==> config.mk <==
export PLATFORM = sky130hd
export DESIGN_NAME = mii_frame_gen
export DESIGN_NICKNAME = d
export VERILOG_FILES = /design/src/rtl/mii_pkg.sv /design/src/rtl/mii_payload_pattern.sv /design/src/rtl/mii_frame_gen.sv
export SDC_FILE = /design/constraint.sdc
export NUM_CORES = 1
export LEC_CHECK = 0
export BUFFER_PORTS_ARGS = -buffer_cell sky130_fd_sc_hd__buf_2
export CAP_MARGIN = 0
export CELL_PAD_IN_SITES_DETAIL_PLACEMENT = 1
export CELL_PAD_IN_SITES_GLOBAL_PLACEMENT = 2
export CORE_MARGIN = 2
export CORE_UTILIZATION = 37
export CTS_BUF_LIST = sky130_fd_sc_hd__clkbuf_4
export DETAILED_ROUTE_END_ITERATION = 7
export GPL_TIMING_DRIVEN = 1
export PLACE_DENSITY = 0.82
export SYNTH_ARGS = -nofsm -noshare
export SYNTH_HDL_FRONTEND = slang
export SYNTH_SLANG_ARGS = --single-unit
==> constraint.sdc <==
create_clock -name clk -period 9.48 [get_ports clk]
set_input_delay 2.844 -clock clk [delete_from_list [all_inputs] [get_ports clk]]
set_output_delay 2.844 -clock clk [all_outputs]
set_load 0.1 [all_outputs]
==> src/rtl/mii_pkg.sv <==
// Shared constants, state/pattern enums and the LFSR step for the MII frame generator.
package mii_pkg;

    localparam int unsigned LANES        = 8;
    localparam int unsigned BYTE_W       = 8;
    localparam int unsigned BUS_W        = LANES * BYTE_W;
    localparam int unsigned FC_W         = 16;
    localparam int          START_PAY    = int'(LANES) - 1;

    localparam logic [7:0]  IDLE_CHAR    = 8'h07;
    localparam logic [7:0]  START_CHAR   = 8'hFB;
    localparam logic [7:0]  TERM_CHAR    = 8'hFD;
    localparam logic [7:0]  LFSR_SEED    = 8'hFF;
    localparam logic [7:0]  CONST_BYTE   = 8'h55;

    typedef enum logic [2:0] {
        ST_IDLE  = 3'd0,
        ST_START = 3'd1,
        ST_DATA  = 3'd2,
        ST_TERM  = 3'd3,
        ST_IPG   = 3'd4
    } gen_state_t;

    typedef enum logic [1:0] {
        PAT_INCR  = 2'd0,
        PAT_LFSR  = 2'd1,
        PAT_CONST = 2'd2,
        PAT_RSVD  = 2'd3
    } pattern_sel_t;

    // Fibonacci x^8+x^6+x^5+x^4+1, shifting towards the MSB.
    function automatic logic [7:0] lfsr8_step(input logic [7:0] s);
        return {s[6:0], s[7] ^ s[5] ^ s[4] ^ s[3]};
    endfunction

endpackage

==> src/rtl/mii_payload_pattern.sv <==
// Payload byte source: presents the next 8 payload bytes and advances by 7 (START) or 8 (DATA).
module mii_payload_pattern
    import mii_pkg::*;
(
    input  logic             clk,
    input  logic             i_rst_n,
    input  logic             i_clear,
    input  logic             i_adv,
    input  logic [1:0]       i_sel,
    output logic [BUS_W-1:0] o_bytes_c
);

    logic [7:0] r_cnt;
    logic [7:0] r_lfsr;
    logic [7:0] w_cnt7;
    logic [7:0] w_lfsr7;
    logic [7:0] w_cnt8;
    logic [7:0] w_lfsr8;

    // Unroll 8 byte steps from the current (or freshly seeded) state.
    always_comb begin
        logic [7:0] v_cnt;
        logic [7:0] v_lfsr;
        o_bytes_c = '0;
        w_cnt7    = '0;
        w_lfsr7   = '0;
        v_cnt     = i_clear ? 8'h00 : r_cnt;
        v_lfsr    = i_clear ? LFSR_SEED : r_lfsr;
        for (int i = 0; i < int'(LANES); i++) begin
            case (pattern_sel_t'(i_sel))
                PAT_LFSR:  o_bytes_c[BYTE_W*i +: BYTE_W] = v_lfsr;
                PAT_CONST: o_bytes_c[BYTE_W*i +: BYTE_W] = CONST_BYTE;
                default:   o_bytes_c[BYTE_W*i +: BYTE_W] = v_cnt;
            endcase
            v_cnt  = v_cnt + 8'd1;
            v_lfsr = lfsr8_step(v_lfsr);
            if (i == START_PAY - 1) begin
                w_cnt7  = v_cnt;
                w_lfsr7 = v_lfsr;
            end
        end
        w_cnt8  = v_cnt;
        w_lfsr8 = v_lfsr;
    end

    // Generator state: restart at byte 0 on START, skip past consumed bytes otherwise.
    always_ff @(posedge clk or negedge i_rst_n) begin
        if (!i_rst_n) begin
            r_cnt  <= '0;
            r_lfsr <= LFSR_SEED;
        end else if (i_clear) begin
            r_cnt  <= w_cnt7;
            r_lfsr <= w_lfsr7;
        end else if (i_adv) begin
            r_cnt  <= w_cnt8;
            r_lfsr <= w_lfsr8;
        end
    end

endmodule

==> src/rtl/mii_frame_gen.sv <==
// Framed MII traffic source: START, payload, TERM and an aligned inter-packet gap of idles.
module mii_frame_gen
    import mii_pkg::*;
#(
    parameter int unsigned DATA_WIDTH = BUS_W,
    parameter int unsigned CTRL_WIDTH = LANES,
    parameter logic [7:0]  IDLE_CODE  = IDLE_CHAR,
    parameter logic [7:0]  START_CODE = START_CHAR,
    parameter logic [7:0]  TERM_CODE  = TERM_CHAR,
    parameter int unsigned LEN_W      = 11,
    parameter int unsigned IPG_W      = 8
) (
    input  logic                  clk,
    input  logic                  i_rst_n,
    input  logic                  i_enable,
    input  logic [LEN_W-1:0]      i_payload_len,
    input  logic [IPG_W-1:0]      i_ipg_len,
    input  logic [1:0]            i_pattern_sel,
    input  logic [FC_W-1:0]       i_frame_count,
    output logic [DATA_WIDTH-1:0] o_tx_data,
    output logic [CTRL_WIDTH-1:0] o_tx_ctrl,
    output logic                  o_busy,
    output logic                  o_frame_done,
    output logic [FC_W-1:0]       o_frames_sent
);

    localparam int unsigned       NEED_W      = IPG_W + 1;
    localparam logic [LEN_W-1:0]  START_BYTES = LEN_W'(LANES - 1);
    localparam logic [LEN_W-1:0]  WORD_BYTES  = LEN_W'(LANES);

    gen_state_t            r_state;
    gen_state_t            w_state_nx;
    gen_state_t            w_end_state;
    logic [LEN_W-1:0]      r_rem;
    logic [LEN_W-1:0]      w_rem_nx;
    logic [LEN_W-1:0]      w_len;
    logic [IPG_W-1:0]      r_ipg;
    logic [IPG_W-1:0]      r_ipg_cnt;
    logic [IPG_W-1:0]      w_ipg_cnt_nx;
    logic [IPG_W-1:0]      w_idle_sent;
    logic [IPG_W-1:0]      w_k;
    logic [NEED_W-1:0]     w_need;
    logic [2:0]            w_term_r;
    logic [1:0]            r_pat;
    logic [1:0]            w_pat_sel;
    logic [FC_W-1:0]       r_fc;
    logic [FC_W-1:0]       r_sess;
    logic [FC_W-1:0]       r_frames_sent;
    logic                  r_hold;
    logic                  w_hold_set;
    logic                  w_exhausted;
    logic                  w_pat_clear;
    logic                  w_pat_adv;
    logic [DATA_WIDTH-1:0] w_pat_bytes;
    logic [DATA_WIDTH-1:0] w_data_nx;
    logic [CTRL_WIDTH-1:0] w_ctrl_nx;
    logic [DATA_WIDTH-1:0] r_tx_data;
    logic [CTRL_WIDTH-1:0] r_tx_ctrl;
    logic                  r_busy;
    logic                  r_frame_done;

    assign w_len       = (i_payload_len < START_BYTES) ? START_BYTES : i_payload_len;
    assign w_term_r    = r_rem[2:0];
    assign w_idle_sent = IPG_W'(3'd7 - w_term_r);
    assign w_exhausted = (r_fc != '0) && (r_sess >= r_fc);
    assign w_end_state = (!i_enable || w_exhausted) ? ST_IDLE : ST_START;
    assign w_pat_clear = (w_state_nx == ST_START);
    assign w_pat_adv   = (w_state_nx == ST_DATA);
    assign w_pat_sel   = w_pat_clear ? i_pattern_sel : r_pat;

    // Full idle words still owed after the idles that pad the TERM word.
    always_comb begin
        w_need = '0;
        if (r_ipg > w_idle_sent) begin
            w_need = {1'b0, r_ipg - w_idle_sent} + NEED_W'(LANES - 1);
        end
        w_k = IPG_W'(w_need >> 3);
    end

    mii_payload_pattern u_pattern (
        .clk       (clk),
        .i_rst_n   (i_rst_n),
        .i_clear   (w_pat_clear),
        .i_adv     (w_pat_adv),
        .i_sel     (w_pat_sel),
        .o_bytes_c (w_pat_bytes)
    );

    // State register.
    always_ff @(posedge clk or negedge i_rst_n) begin
        if (!i_rst_n) r_state <= ST_IDLE;
        else          r_state <= w_state_nx;
    end

    // Next state plus remaining-byte and IPG word bookkeeping.
    always_comb begin
        w_state_nx   = r_state;
        w_rem_nx     = r_rem;
        w_ipg_cnt_nx = r_ipg_cnt;
        w_hold_set   = 1'b0;
        case (r_state)
            ST_IDLE: begin
                if (i_enable && !r_hold) w_state_nx = ST_START;
            end
            ST_START, ST_DATA: begin
                if (r_rem >= WORD_BYTES) begin
                    w_state_nx = ST_DATA;
                    w_rem_nx   = r_rem - WORD_BYTES;
                end else begin
                    w_state_nx   = ST_TERM;
                    w_ipg_cnt_nx = w_k;
                end
            end
            ST_TERM: begin
                if (r_ipg_cnt == '0) begin
                    w_state_nx = w_end_state;
                    w_hold_set = w_exhausted;
                end else begin
                    w_state_nx = ST_IPG;
                end
            end
            ST_IPG: begin
                if (r_ipg_cnt <= IPG_W'(1)) begin
                    w_state_nx = w_end_state;
                    w_hold_set = w_exhausted;
                end else begin
                    w_ipg_cnt_nx = r_ipg_cnt - IPG_W'(1);
                end
            end
            default: w_state_nx = ST_IDLE;
        endcase
        if (w_state_nx == ST_START) w_rem_nx = w_len - START_BYTES;
    end

    // Bus word for the state being entered.
    always_comb begin
        w_data_nx = {CTRL_WIDTH{IDLE_CODE}};
        w_ctrl_nx = '1;
        case (w_state_nx)
            ST_START: begin
                w_data_nx = {w_pat_bytes[DATA_WIDTH-9:0], START_CODE};
                w_ctrl_nx = CTRL_WIDTH'(1);
            end
            ST_DATA: begin
                w_data_nx = w_pat_bytes;
                w_ctrl_nx = '0;
            end
            ST_TERM: begin
                for (int i = 0; i < int'(CTRL_WIDTH); i++) begin
                    if (3'(i) < w_term_r) begin
                        w_data_nx[8*i +: 8] = w_pat_bytes[8*i +: 8];
                        w_ctrl_nx[i]        = 1'b0;
                    end else if (3'(i) == w_term_r) begin
                        w_data_nx[8*i +: 8] = TERM_CODE;
                    end
                end
            end
            default: ;
        endcase
    end

    // Registered outputs, latched config and frame counters.
    always_ff @(posedge clk or negedge i_rst_n) begin
        if (!i_rst_n) begin
            r_rem         <= '0;
            r_ipg         <= '0;
            r_ipg_cnt     <= '0;
            r_pat         <= '0;
            r_fc          <= '0;
            r_sess        <= '0;
            r_frames_sent <= '0;
            r_hold        <= 1'b0;
            r_tx_data     <= {CTRL_WIDTH{IDLE_CODE}};
            r_tx_ctrl     <= '1;
            r_busy        <= 1'b0;
            r_frame_done  <= 1'b0;
        end else begin
            r_rem        <= w_rem_nx;
            r_ipg_cnt    <= w_ipg_cnt_nx;
            r_hold       <= i_enable & (r_hold | w_hold_set);
            r_tx_data    <= w_data_nx;
            r_tx_ctrl    <= w_ctrl_nx;
            r_busy       <= (w_state_nx != ST_IDLE);
            r_frame_done <= (w_state_nx == ST_TERM);
            if (w_state_nx == ST_START) begin
                r_ipg <= i_ipg_len;
                r_pat <= i_pattern_sel;
                r_fc  <= i_frame_count;
            end
            if (w_state_nx == ST_TERM) begin
                r_sess        <= r_sess + FC_W'(1);
                r_frames_sent <= r_frames_sent + FC_W'(1);
            end else if (r_state == ST_IDLE) begin
                r_sess <= '0;
            end
        end
    end

    assign o_tx_data     = r_tx_data;
    assign o_tx_ctrl     = r_tx_ctrl;
    assign o_busy        = r_busy;
    assign o_frame_done  = r_frame_done;
    assign o_frames_sent = r_frames_sent;

endmodule

==> run summary, run 1 <==
After global routing the overflow that remains totals 0. Top achievable clock speed: 127 MHz. For met3 alone, demand over resource in global routing was 5.57%.

No sink is reached through more buffers than the 2 on the longest clock path. For the worst-skew pair, the clock arrives at the later sink with an insertion delay of 0.61 ns. In this run the post-CTS setup repair buffer count came out at 0.

The total half-perimeter wirelength after legalization and detailed placement was 28600 um; the final cell count without fillers was 1686. The flow ran to the end, and the final reports show no timing, DRC or antenna violations. The arrival time at the worst endpoint was 8.39 ns; the flip-flop and latch count after synthesis was 171.

Summing all non-filler instances in the final layout gives an area of 11700 um^2. The most common cell after layout, fill and taps aside is sky130_fd_sc_hd__nand2_1. Of all nets on the critical path, the largest fanout is 11.

The clock slew seen by the registers of the worst setup and hold paths is 0.19 ns. Number of iterations in the first detailed-routing pass: 6. Setup repair after global routing left no endpoint under its margin.

The critical path crosses 22 cells after its start point. Summing all multi-input logic gate instances after layout gives 5530 um^2. The kind of cell with the highest combined delay along the critical path is compound AO/OA/AOI/OAI gates. The routed design could run at a clock period as short as 7.89 ns. The starting density of the core is 37.3%, and the proportion of layout cells with a drive suffix above 1 is 19.0%. The clock drives 171 sinks. The wire length of the first global-routing pass came out at 58400 um. The congestion estimate from routability-driven global placement came to 0.965.

Global routing usage summed across all routing layers: 26.7%. In this run the core area contains 61 standard-cell rows. Using the TritonRoute via totals, the vias-per-cell ratio works out to 5.66.

The detailed router finished its first iteration with 767 violations. The deepest level of the CTS H-tree was 4; the yosys synthesis warning count was 0. The initial antenna violation count was 1.

For this run, the register share of the synthesized area comes to 42.1%. For this run, design rule violations remaining after detail routing come to 0. For this block, the via count after detailed routing is 9538.

In the final design database the tool counted 1374 nets. The critical path goes through buf_2, or3b_1, o21a_4, a32o_2, a21o_4, nand2_1, inv_1, ha_1, buf_4, or3_1, a21boi_0, a21o_1, xnor2_1, a31oi_2, xor2_1, xnor3_2, o221ai_2, xnor2_1, or3b_1, xnor2_4, a211oi_1, or3_1. The run gives 10300 um^2 as the netlist area before placement. The worst hold path cell count works out to 1. The number of global-route vias before repair came out at 9634. The tools report the cell at the root of the clock tree as sky130_fd_sc_hd__clkbuf_4. In this run the cell area measured after placement is 11300 um^2. The dominant synthesized flop cell is sky130_fd_sc_hd__dfrtp_1. A synthesized cell averages 8.67 um^2. The register area was 4330 um^2; the number of buffer and inverter stages on the critical path was 3. The number of cells on the worst reg-to-reg path works out to 22.

Adding up every negative setup slack in the final design gives 0 ns. The worst setup path is launched from an input pin. Once placement completed, the tool counted placed cells totaling 1653.

The library cells used most frequently in the layout, excluding fill and tap cells, are sky130_fd_sc_hd__nand2_1, sky130_fd_sc_hd__dfrtp_1, sky130_fd_sc_hd__o21ai_0, sky130_fd_sc_hd__buf_2, sky130_fd_sc_hd__nor2_1. The share of the clock period used by the worst path was 83.2%. The number of hold buffers added after CTS was 0. 130 I/O pins were placed. The wire length per cell after detailed routing works out to 22.8 um. Setup violations remaining at the end of the flow were counted as 0.

On the worst path, the slowest cell contributes a delay of 0.48 ns. The number of buffers added on ports works out to 129. The actual transition at the worst max-transition pin was 1.03 ns; the overall routed net length was 38500 um. Counting flops with an async set or reset pin after synthesis yields a share of 100%.

The tools report the final critical-path setup slack as 1.59 ns. The logs give 37.4% for the fraction of met1 tracks used by global routing and 1185 for the instance count of the mapped netlist. Clock skew: 0.0422 ns.

Kind of capture point of the worst setup path: a flip-flop. The met2 usage was 42.2%. The largest individual stage delay along the critical path comes from the cell sky130_fd_sc_hd__or3b_1. Entering global routing, the biggest net connects 98 pins. Counting the buffers created by CTS gives 17. The tightest min-delay check is of the flip-flop to flip-flop type. The tool flagged a number of max-cap violations equal to 0. The area of the core is 27600 um^2. The post-cts sizing count came out at 0. The area growth from synthesis to layout is 13.4%.

The synthesized design contains 0 enable-type register cells. Most utilized layer in the global route result: met2. The number of distinct library cells after synthesis came out at 80. TritonCTS built the clock tree. The floorplan step defined a die boundary enclosing 29100 um^2. Critical path class: input pin to flip-flop. Data on the critical path is required at its endpoint by 9.98 ns. The pre-CTS worst setup slack was 1.05 ns. The max-slew violation count is 0.

The width of the die came out at 171 um. The hold violation total from the final report was 0; the filler cell count in the final layout was 3335. The count of nets left with antenna violations once routing finished came out at 0. The floorplan step set the die height to 171 um. Headroom to the max-slew limit came out at 30.8%.

When the netlist entered floorplanning its net count stood at 1265.
[worst paths after layout]
kind,startpoint,to,slack (ns)
max,i_enable,o_tx_data[62],1.59
min,o_frames_sent[15],o_frames_sent[15],0.50
max reg2reg,r_ipg_cnt[3],o_tx_data[62],2.50
min reg2reg,o_frames_sent[15],o_frames_sent[15],0.50
max in group asynchronous,i_rst_n,o_tx_data[39],5.70
min in group asynchronous,i_rst_n,r_ipg_cnt[7],2.31
[per-layer routing]
layer  vias to the layer above  share of wire [%]
li1                       4394                  -
met1                      4810                 47
met2                       296                 45
met3                        38                6.1
met4                         0                1.8
met5                         -                  0
[cell families (layout without fill, tap and decap cells)]
kind of cell	Yosys count	in the layout	share of synthesized area, %
mux	4	4	0.390
flops	171	171	42.1
simple gates	447	447	20.6
xor+xnor	91	91	8.23
fa+ha+maj	40	40	4.94
other cells	0	1	0
compound gates	320	320	19.6
buf+inv	112	234	4.20
[through the flow]
stage	hold WS, ns	utilization, %
after global placement	0.454	41.1
after detailed placement	0.465	41.1
after floorplan	0.450	-
after CTS	0.496	42.3
final	0.497	42.3
after global routing	0.526	42.3
[final cells by class]
type                    count  share of cell area [%]
clock buffers              17                    1.09
clock inverters            15                    1.64
diodes                      1                  0.0215
inverters                  52                    1.67
well taps                 378                    4.06
multi-input cells         902                    47.4
flip-flops and latches    171                    37.1
repair buffers            150                    6.94
[synth_stat cells (all sizes together), types with 3 or more instances]
cell | instances | area share, %
a2111oi | 3 | 0.27
a211o | 5 | 0.43
a211oi | 17 | 1.2
a21boi | 5 | 0.37
a21o | 8 | 0.66
a21oi | 65 | 3.3
a221o | 7 | 0.68
a221oi | 5 | 0.43
a22oi | 7 | 0.51
a311o | 3 | 0.29
a31oi | 18 | 1.2
and2 | 12 | 0.73
and3 | 13 | 0.79
buf | 14 | 0.62
clkbuf | 46 | 1.7
dfrtp | 131 | 32
dfstp | 40 | 10
ha | 39 | 4.7
inv | 51 | 1.9
mux2i | 4 | 0.39
nand2 | 167 | 6.1
nand2b | 9 | 0.55
nand3 | 37 | 1.8
nand3b | 4 | 0.29
nand4 | 15 | 0.91
nor2 | 100 | 3.7
nor2b | 6 | 0.37
nor3 | 22 | 1.1
nor3b | 3 | 0.22
nor4 | 15 | 0.91
o211ai | 8 | 0.58
o21a | 4 | 0.37
o21ai | 133 | 6.5
o221ai | 6 | 0.57
o22ai | 3 | 0.18
o31ai | 8 | 0.58
or2 | 9 | 0.55
or3 | 18 | 1.1
or3b | 3 | 0.28
or4 | 6 | 0.47
xnor2 | 58 | 5.1
xor2 | 32 | 2.9
[registers in the layout (all words and copies together), names as in the netlist, named ones only]
signal	count
o_frames_sent	16
r_ipg	8
o_busy	1
u_pattern.r_lfsr	8
r_ipg_cnt	8
r_state	3
o_tx_ctrl	8
o_tx_data	64
r_rem	11
r_sess	16
u_pattern.r_cnt	7
r_fc	16
r_pat	2
r_hold	1
o_frame_done	1
[worst reg2reg max path, cell delays in order, from the launching register on]
cell                       delay (ns)
sky130_fd_sc_hd__dfrtp_1         0.46
sky130_fd_sc_hd__or3_1           0.43
sky130_fd_sc_hd__nor4_1          0.76
sky130_fd_sc_hd__nand3b_1        0.26
sky130_fd_sc_hd__a32o_2          0.39
sky130_fd_sc_hd__a21o_4          0.26
sky130_fd_sc_hd__nand2_1         0.21
sky130_fd_sc_hd__inv_1           0.15
sky130_fd_sc_hd__ha_1            0.30
sky130_fd_sc_hd__buf_4           0.21
sky130_fd_sc_hd__or3_1           0.34
sky130_fd_sc_hd__a21boi_0        0.27
sky130_fd_sc_hd__a21o_1          0.18
sky130_fd_sc_hd__xnor2_1         0.10
sky130_fd_sc_hd__a31oi_2         0.42
sky130_fd_sc_hd__xor2_1          0.21
sky130_fd_sc_hd__xnor3_2         0.34
sky130_fd_sc_hd__o221ai_2        0.20
sky130_fd_sc_hd__xnor2_1         0.25
sky130_fd_sc_hd__or3b_1          0.48
sky130_fd_sc_hd__xnor2_4         0.21
sky130_fd_sc_hd__a211oi_1        0.09
sky130_fd_sc_hd__or3_1           0.38
Power of run 1 is left out: the tool's default activity adds up to more than one toggle a clock period on the data nets, which glitch-free logic cannot reach.
==> run 2, diff against run 1 <==
--- a/config.mk
+++ b/config.mk
@@ -5,16 +5,17 @@
 export SDC_FILE = /design/constraint.sdc
 export NUM_CORES = 1
 export LEC_CHECK = 0
+export ABC_AREA = 1
 export BUFFER_PORTS_ARGS = -buffer_cell sky130_fd_sc_hd__buf_2
 export CAP_MARGIN = 0
 export CELL_PAD_IN_SITES_DETAIL_PLACEMENT = 1
 export CELL_PAD_IN_SITES_GLOBAL_PLACEMENT = 2
 export CORE_MARGIN = 2
-export CORE_UTILIZATION = 37
+export CORE_UTILIZATION = 35
 export CTS_BUF_LIST = sky130_fd_sc_hd__clkbuf_4
 export DETAILED_ROUTE_END_ITERATION = 7
 export GPL_TIMING_DRIVEN = 1
-export PLACE_DENSITY = 0.82
+export PLACE_DENSITY = 0.81
 export SYNTH_ARGS = -nofsm -noshare
 export SYNTH_HDL_FRONTEND = slang
 export SYNTH_SLANG_ARGS = --single-unit
==> constraint.sdc (replaced) <==
create_clock -name clk -period 7.4 [get_ports clk]
set_input_delay 2.22 -clock clk [delete_from_list [all_inputs] [get_ports clk]]
set_output_delay 2.22 -clock clk [all_outputs]
set_load 0.1 [all_outputs]
==> run summary, run 2 <==
The run finished with clean final reports. The run gives 0.64 ns (+0.03 ns) as the later-pin clock latency in the skew report. The slowest stage of the critical path belongs to the cell sky130_fd_sc_hd__a21oi_4. The number of global-route vias before repair was 9953 (+3.3%). In the post-synthesis netlist, the cell with the most instances is sky130_fd_sc_hd__nand2_1.

The yosys synthesis warning count is 0 (unchanged). The number of sinks handled by clock tree synthesis is 171 (unchanged). The logs give 0 (unchanged) for the hold violation total from the final report and 2 (+1) for the initial antenna violation count. The pin count of the biggest net entering global routing is 66 (-33%). The worst setup path is launched from an input pin. For the deepest level of the CTS H-tree, the log shows 4 (unchanged).

The starting density of the core was 35.3% (-2.0 points). The most common cell after layout, fill and taps aside was sky130_fd_sc_hd__nand2_1. The residual DRC count was 0 (unchanged).

Cell type with the highest aggregate area in the netlist: sky130_fd_sc_hd__dfrtp_1. TritonCTS built the clock tree. For the number of iterations in the first detailed-routing pass, the log shows 5 (-1). The delay of the slowest cell on the worst path is 0.70 ns (+0.22 ns). The filler cell count in the final layout came out at 3697 (+11%). For the relative slew slack, the log shows 18.2% (-13 points). The critical path class was input pin to flip-flop. The top cell types in the final layout, fill and taps aside, are sky130_fd_sc_hd__nand2_1, sky130_fd_sc_hd__inv_1, sky130_fd_sc_hd__dfrtp_1, sky130_fd_sc_hd__buf_2, sky130_fd_sc_hd__nor2_1.

The tools report the last weighted congestion value of the routability-driven placer as 0.936 (-3.0%). The proportion of layout cells with a drive suffix above 1 is 19.9% (+0.96 points). The initial DRC count is 525 (-32%), and the top achievable clock speed is 171 MHz. The net count of the mapped netlist is 1451 (+15%), and the count of flip-flops with a built-in enable after synthesis is 0 (unchanged).

The area of combinational cells with multiple inputs came out at 5180 um^2 (-6.3%). The tools report the register area as 4330 um^2 (unchanged). The tools report the kind of capture point of the worst setup path as a flip-flop. The number of buffers added on ports was 129 (unchanged). The netlist area before placement is 10400 um^2 (+1.1%).

For the proportion of synthesized chip area in sequential cells, the log shows 41.7% (-0.44 points). CTS placed an instance of sky130_fd_sc_hd__clkbuf_4 at the clock tree root. For the wire length of the first global-routing pass, the log shows 55700 um (-4.7%). The logs give 31.4% (-6.0 points) for the fraction of met1 tracks used by global routing and 130 (unchanged) for the I/O pin count. The clock slew seen by the registers of the worst setup and hold paths was 0.16 ns (-0.03 ns); the number of standard-cell rows in the floorplan was 63 (+3.3%). The width of the die is 176 um (+3.3%), and the remaining antenna violation count is 0 (unchanged).

For the number of distinct library cells after synthesis, the log shows 48 (-40%). The die footprint was 31100 um^2 (+6.7%). The highest fanout seen on the critical path is 34 (+23). Setup repair after global routing left no endpoint under its margin. The tools report the final cell count without fillers as 1902 (+13%). In this run the worst hold path is classified as flip-flop to flip-flop.

For the buffer levels on the longest clock path, the log shows 2 (unchanged). The tools report the area of the core as 29400 um^2 (+6.7%). The most utilized layer in the global route result was met2. The share of the synthesized area in the top cell type was 31.6% (-0.33 points).

The number of flip-flops in the largest register was 64 (unchanged); the area added between synthesis and finish was 13.6%. The post-synthesis average cell area came out at 7.58 um^2 (-13%). The number of vias per cell is 5.04 (-11%). Post-cts sizing count: 0 (unchanged).

The wire length per cell after detailed routing is 18.6 um (-19%), and the time the final worst path needs with I/O delays and setup is 5.84 ns. For the via count, the log shows 9592 (+0.57%). The tools report the cell count after placement as 1868 (+13%). The actual transition at the worst max-transition pin was 1.22 ns (+0.190 ns); the met2 usage was 38.3% (-3.9 points). The worst path uses 79.0% of the clock period. The tools report the routing usage on met3 as 4.03% (-1.5 points). Cell seen most often among critical-path stages: sky130_fd_sc_hd__nand2_1. The total half-perimeter wirelength after legalization and detailed placement was 27400 um (-4.2%); the max-slew violation count was 0 (unchanged). The fraction of registers with async set/reset is 100% (unchanged).

The number of maximum-capacitance constraint violations is 0 (unchanged). The post-cts hold buffer count was 0 (unchanged); the clock skew was 0.0268 ns (-0.0154 ns). Arrival time at the worst endpoint: 6.39 ns (-2.00 ns). The number of buffers created by CTS was 17 (unchanged); the residual overflow from global routing was 0 (unchanged). The tools report the count of endpoints failing setup in the final report as 0 (unchanged). The overall routed net length is 35400 um (-8.1%). Counting instances in the post-synthesis netlist gives the leading cell types as sky130_fd_sc_hd__nand2_1, sky130_fd_sc_hd__inv_1, sky130_fd_sc_hd__dfrtp_1. The post-CTS setup-driven buffer insertion count is 0 (unchanged), and the data required time at the worst endpoint is 7.94 ns (-2.04 ns). The instance count of the mapped netlist is 1371 (+16%). The global routing usage summed across all routing layers is 23.4% (-3.3 points), and the vertical extent of the die is 176 um (+3.3%).

For the setup total negative slack, the log shows 0 ns (unchanged). The flip-flop and latch count after synthesis is 171 (unchanged). After synthesis, the cell types taking the most area are sky130_fd_sc_hd__dfrtp_1, sky130_fd_sc_hd__nand2_1, sky130_fd_sc_hd__dfstp_2, sky130_fd_sc_hd__inv_1, sky130_fd_sc_hd__o21ai_0.

The run gives 1577 (+15%) as the number of nets in the layout. The dominant synthesized flop cell was sky130_fd_sc_hd__dfrtp_1.
==> run 2: cell count changes in the layout (fill, tap and decap cells not counted), sizes merged, moves of 18 or more <==
cell | before | now
nand3 | 37 | 65
nand2 | 167 | 371
or3 | 18 | 0
nor2 | 100 | 141
xnor2 | 58 | 8
inv | 61 | 199
==> run 2: logic make-up after synthesis <==
kind of cell / after synthesis / share of synthesized area (%)
AO/OA/AOI/OAI: 236 / 13.1
adder cells (fa/ha/maj): 40 / 4.89
XOR/XNOR: 53 / 4.47
flip-flops: 171 / 41.7
buffers and inverters: 234 / 8.57
AND/OR/NAND/NOR: 637 / 27.3
==> run 2: per-stage QoR <==
step | instance area [um^2] | hold WS, ns | worst slack, ns | util (%)
detailed placement | 11500 | 0.443 | 0.914 | 39.1
floorplan | 10400 | 0.423 | 2.03 | -
finish | 11800 | 0.470 | 1.56 | 40.1
global route | 11800 | 0.512 | 1.20 | 40.1
CTS | 11800 | 0.477 | 1.62 | 40.1
global placement | 11500 | 0.445 | 1.07 | 39.1
==> run 2: worst paths after layout <==
check | start | to | slack [ns] | cells after the start
setup / recovery | i_enable | o_tx_data[63] | 1.56 | 25
hold / removal | o_frames_sent[15] | o_frames_sent[15] | 0.47 | 1
hold reg to reg | o_frames_sent[15] | o_frames_sent[15] | 0.47 | 1
max in group asynchronous | i_rst_n | r_sess[12] | 4.71 | 2
setup reg to reg | r_sess[7] | o_tx_data[63] | 1.82 | 34
min in group asynchronous | i_rst_n | r_fc[8] | 1.48 | 1
==> run 2: final cells by class <==
class / count / area share (%)
sequential: 171 / 36.7
inverter: 200 / 6.38
clock inverter: 14 / 1.44
clock buffer: 18 / 1.14
multi-input combinational: 966 / 43.9
tap: 390 / 4.13
timing repair buffer: 141 / 6.29
antenna: 2 / 0.0424
==> run 2: routing by layer <==
layer  routed length, um  share of wire, %
met2               16400                46
met4                 917               2.6
met1               16500                47
met3                1490               4.2
met5                   0                 0
==> run 2: worst max-delay path: cells and delay by family <==
family	cells	cell delay, ns
buffers and inverters	5	0.61
AO/OA/AOI/OAI	2	0.78
AND/OR/NAND/NOR	17	2.43
adder cells (fa/ha/maj)	1	0.32
Power of run 2 is left out for the same reason.
==> run 3, diff against run 2 <==
==> constraint.sdc (replaced) <==
create_clock -name clk -period 5.8 [get_ports clk]
set_input_delay 1.74 -clock clk [delete_from_list [all_inputs] [get_ports clk]]
set_output_delay 1.74 -clock clk [all_outputs]
set_load 0.1 [all_outputs]
==> run summary, run 3 (synthesis gave the netlist of run 2 again) <==
TritonCTS built the clock tree. The actual transition at the worst max-transition pin works out to 0.935 ns (-0.284 ns). For the clock skew, the log shows 0.0300 ns (+0.00316 ns). Most utilized layer in the global route result: met2.

The area added between synthesis and finish was 14.2%; the post-route cell area was 11900 um^2 (+0.45%). Based on the critical path, the design can be clocked at up to 194 MHz. The wire length of the first global-routing pass was 56600 um (+1.5%). The proportion of layout cells with a drive suffix above 1 was 19.9% (unchanged); the relative slew slack was 37.0% (+19 points). Setup repair after global routing left no endpoint under its margin.

The global routing usage summed across all routing layers came out at 23.7% (+0.31 points). Highest fanout seen on the critical path: 6 (-82%). The logs give 0 (unchanged) for the count of endpoints failing setup in the final report and 63 (unchanged) for the number of standard-cell rows in the floorplan. For the routing usage on met3, the log shows 4.24% (+0.22 points). Worst hold-check path type: flip-flop to flip-flop. Leaving out fill and tap cells, the most frequent cell in the layout is sky130_fd_sc_hd__nand2_1. The time the final worst path needs with I/O delays and setup works out to 5.15 ns. The number of sinks handled by clock tree synthesis was 171 (unchanged); the initial DRC count was 637 (+21%). The run gives 31.5% (about the same) as the fraction of met1 tracks used by global routing. The last weighted congestion value of the routability-driven placer is 0.898 (-4.1%), and the later-pin clock latency in the skew report is 0.63 ns (about the same). The wire length per cell after detailed routing works out to 18.8 um (+1.2%). The residual DRC count is 0 (unchanged), and the number of global-route vias before repair is 10000 (+0.92%). The I/O pin count is 130 (unchanged), and the area of the core is 29400 um^2 (unchanged). The share of the clock period used by the worst path came out at 88.8%. The initial antenna violation count is 1 (-1), and the clock slew seen by the registers of the worst setup and hold paths is 0.16 ns (about the same).

The number of buffers created by CTS was 17 (unchanged). The setup total negative slack came out at 0 ns (unchanged). The remaining antenna violation count came out at 0 (unchanged).

The logs give 0 (unchanged) for the post-CTS setup-driven buffer insertion count and 6.33 ns (-1.61 ns) for the data required time at the worst endpoint. The starting density of the core was 35.3% (unchanged). The cell seen most often among critical-path stages is sky130_fd_sc_hd__nand2_1. Worst reg-to-reg setup slack: 0.65 ns (-1.17 ns).

The total half-perimeter wirelength after legalization and detailed placement was 27600 um (+0.72%); the number of maximum-capacitance constraint violations was 0 (unchanged). The deepest level of the CTS H-tree is 4 (unchanged), and the cell area after placement is 11500 um^2 (+0.22%). The tools report the arrival time at the worst endpoint as 5.68 ns (-0.71 ns). The delay of the slowest cell on the worst path is 0.46 ns (-0.24 ns), and the die footprint is 31100 um^2 (unchanged). On the critical path, the stage with the largest delay is an instance of sky130_fd_sc_hd__dfrtp_1.

The tree is rooted in a sky130_fd_sc_hd__clkbuf_4. Number of flip-flops in the largest register: 64 (unchanged). Pin count of the biggest net entering global routing: 90 (+36%).

The tools report the worst reg2reg path endpoint as o_tx_data[63]. The tools report the nature of the critical path startpoint as a flip-flop. The met2 usage is 39.1% (+0.83 points), and the residual overflow from global routing is 0 (unchanged). The post-cts hold buffer count is 0 (unchanged). By startpoint and endpoint, the worst setup path is classified as flip-flop to flip-flop.

The logs give 0 (unchanged) for the post-cts sizing count and 35700 um (+1.1%) for the overall routed net length. The startpoint identified for the worst register-to-register timing path is r_sess[7]. The flow ran to the end, and the final reports show no timing, DRC or antenna violations.

The width of the die is 176 um (unchanged), and the max-slew violation count is 0 (unchanged). The hold violation total from the final report is 0 (unchanged), and the buffer levels on the longest clock path is 2 (unchanged). The worst setup path is captured at a flip-flop.

The vertical extent of the die was 176 um (unchanged); the number of buffers added on ports was 129 (unchanged). The tools report the number of iterations in the first detailed-routing pass as 7 (+2). For the number of nets in the layout, the log shows 1577 (unchanged).

For the via count, the log shows 9639 (+0.49%). Number of cells on the worst reg-to-reg path: 34 (unchanged). The number of vias per cell was 5.07 (+0.54%); the worst hold path cell count was 2 (+1). Leaving out fill and tap cells, the most frequent cells in the layout are sky130_fd_sc_hd__nand2_1, sky130_fd_sc_hd__inv_1, sky130_fd_sc_hd__dfrtp_1, sky130_fd_sc_hd__buf_2, sky130_fd_sc_hd__nor2_1.
[run 3: cell count changes in the layout (fill, tap and decap cells not counted), sizes merged]
cell      delta
clkinvlp     -1
inv          +4
clkinv       -3
diode        -1
bufinv       +1
clkbuf       -1
[run 3: how the worst max path moves through the flow]
| stage | start | endpoint | slack [ns] |
|---|---|---|---|
| 2_1_floorplan | i_enable | u_pattern.r_cnt[7] | 0.91 |
| 3_3_place_gp | i_enable | o_tx_data[63] | 0.33 |
| 3_5_place_dp | i_enable | o_tx_data[63] | 0.19 |
| 4_1_cts | r_sess[7] | o_tx_data[63] | 0.64 |
| 5_1_grt | r_sess[7] | o_tx_data[63] | 0.24 |
| 6_report | r_sess[7] | o_tx_data[63] | 0.65 |
[run 3: stage by stage]
step           instances  worst slack, ns  util (%)  hold WS, ns
3_5_place_dp        1868            0.191      39.2        0.444
4_1_cts             1900            0.638      40.3        0.482
2_1_floorplan       1371            0.913         -        0.423
6_report            1901            0.647      40.3        0.475
5_1_grt             1901            0.236      40.3        0.502
3_3_place_gp        1868            0.333      39.2        0.439
[run 3: layout make-up]
cell class,count,area [um^2]
Clock inverter,15,208
Tap cell,390,488
Clock buffer,17,128
Sequential cell,171,4330
Inverter,200,753
Multi-Input combinational cell,966,5180
Timing Repair Buffer,141,767
Antenna cell,1,2.50
Fill cell,3708,17500
[run 3: routing by layer]
layer  routed length [um]  vias to the layer above  part of all wire, %
met4                  976                        0                  2.7
li1                     -                     4662                    -
met2                16700                      232                   47
met5                    0                        -                    0
met3                 1770                       51                  4.9
met1                16300                     4694                   46
[run 3: worst max-delay path: cells and delay by family (launching register included)]
kind            cells  cell delay (ns)
buf+inv             4             0.44
fa+ha+maj           2             0.71
simple gates       26             3.28
compound gates      2             0.15
flops               1             0.46
Power of run 3 is left out for the same reason.
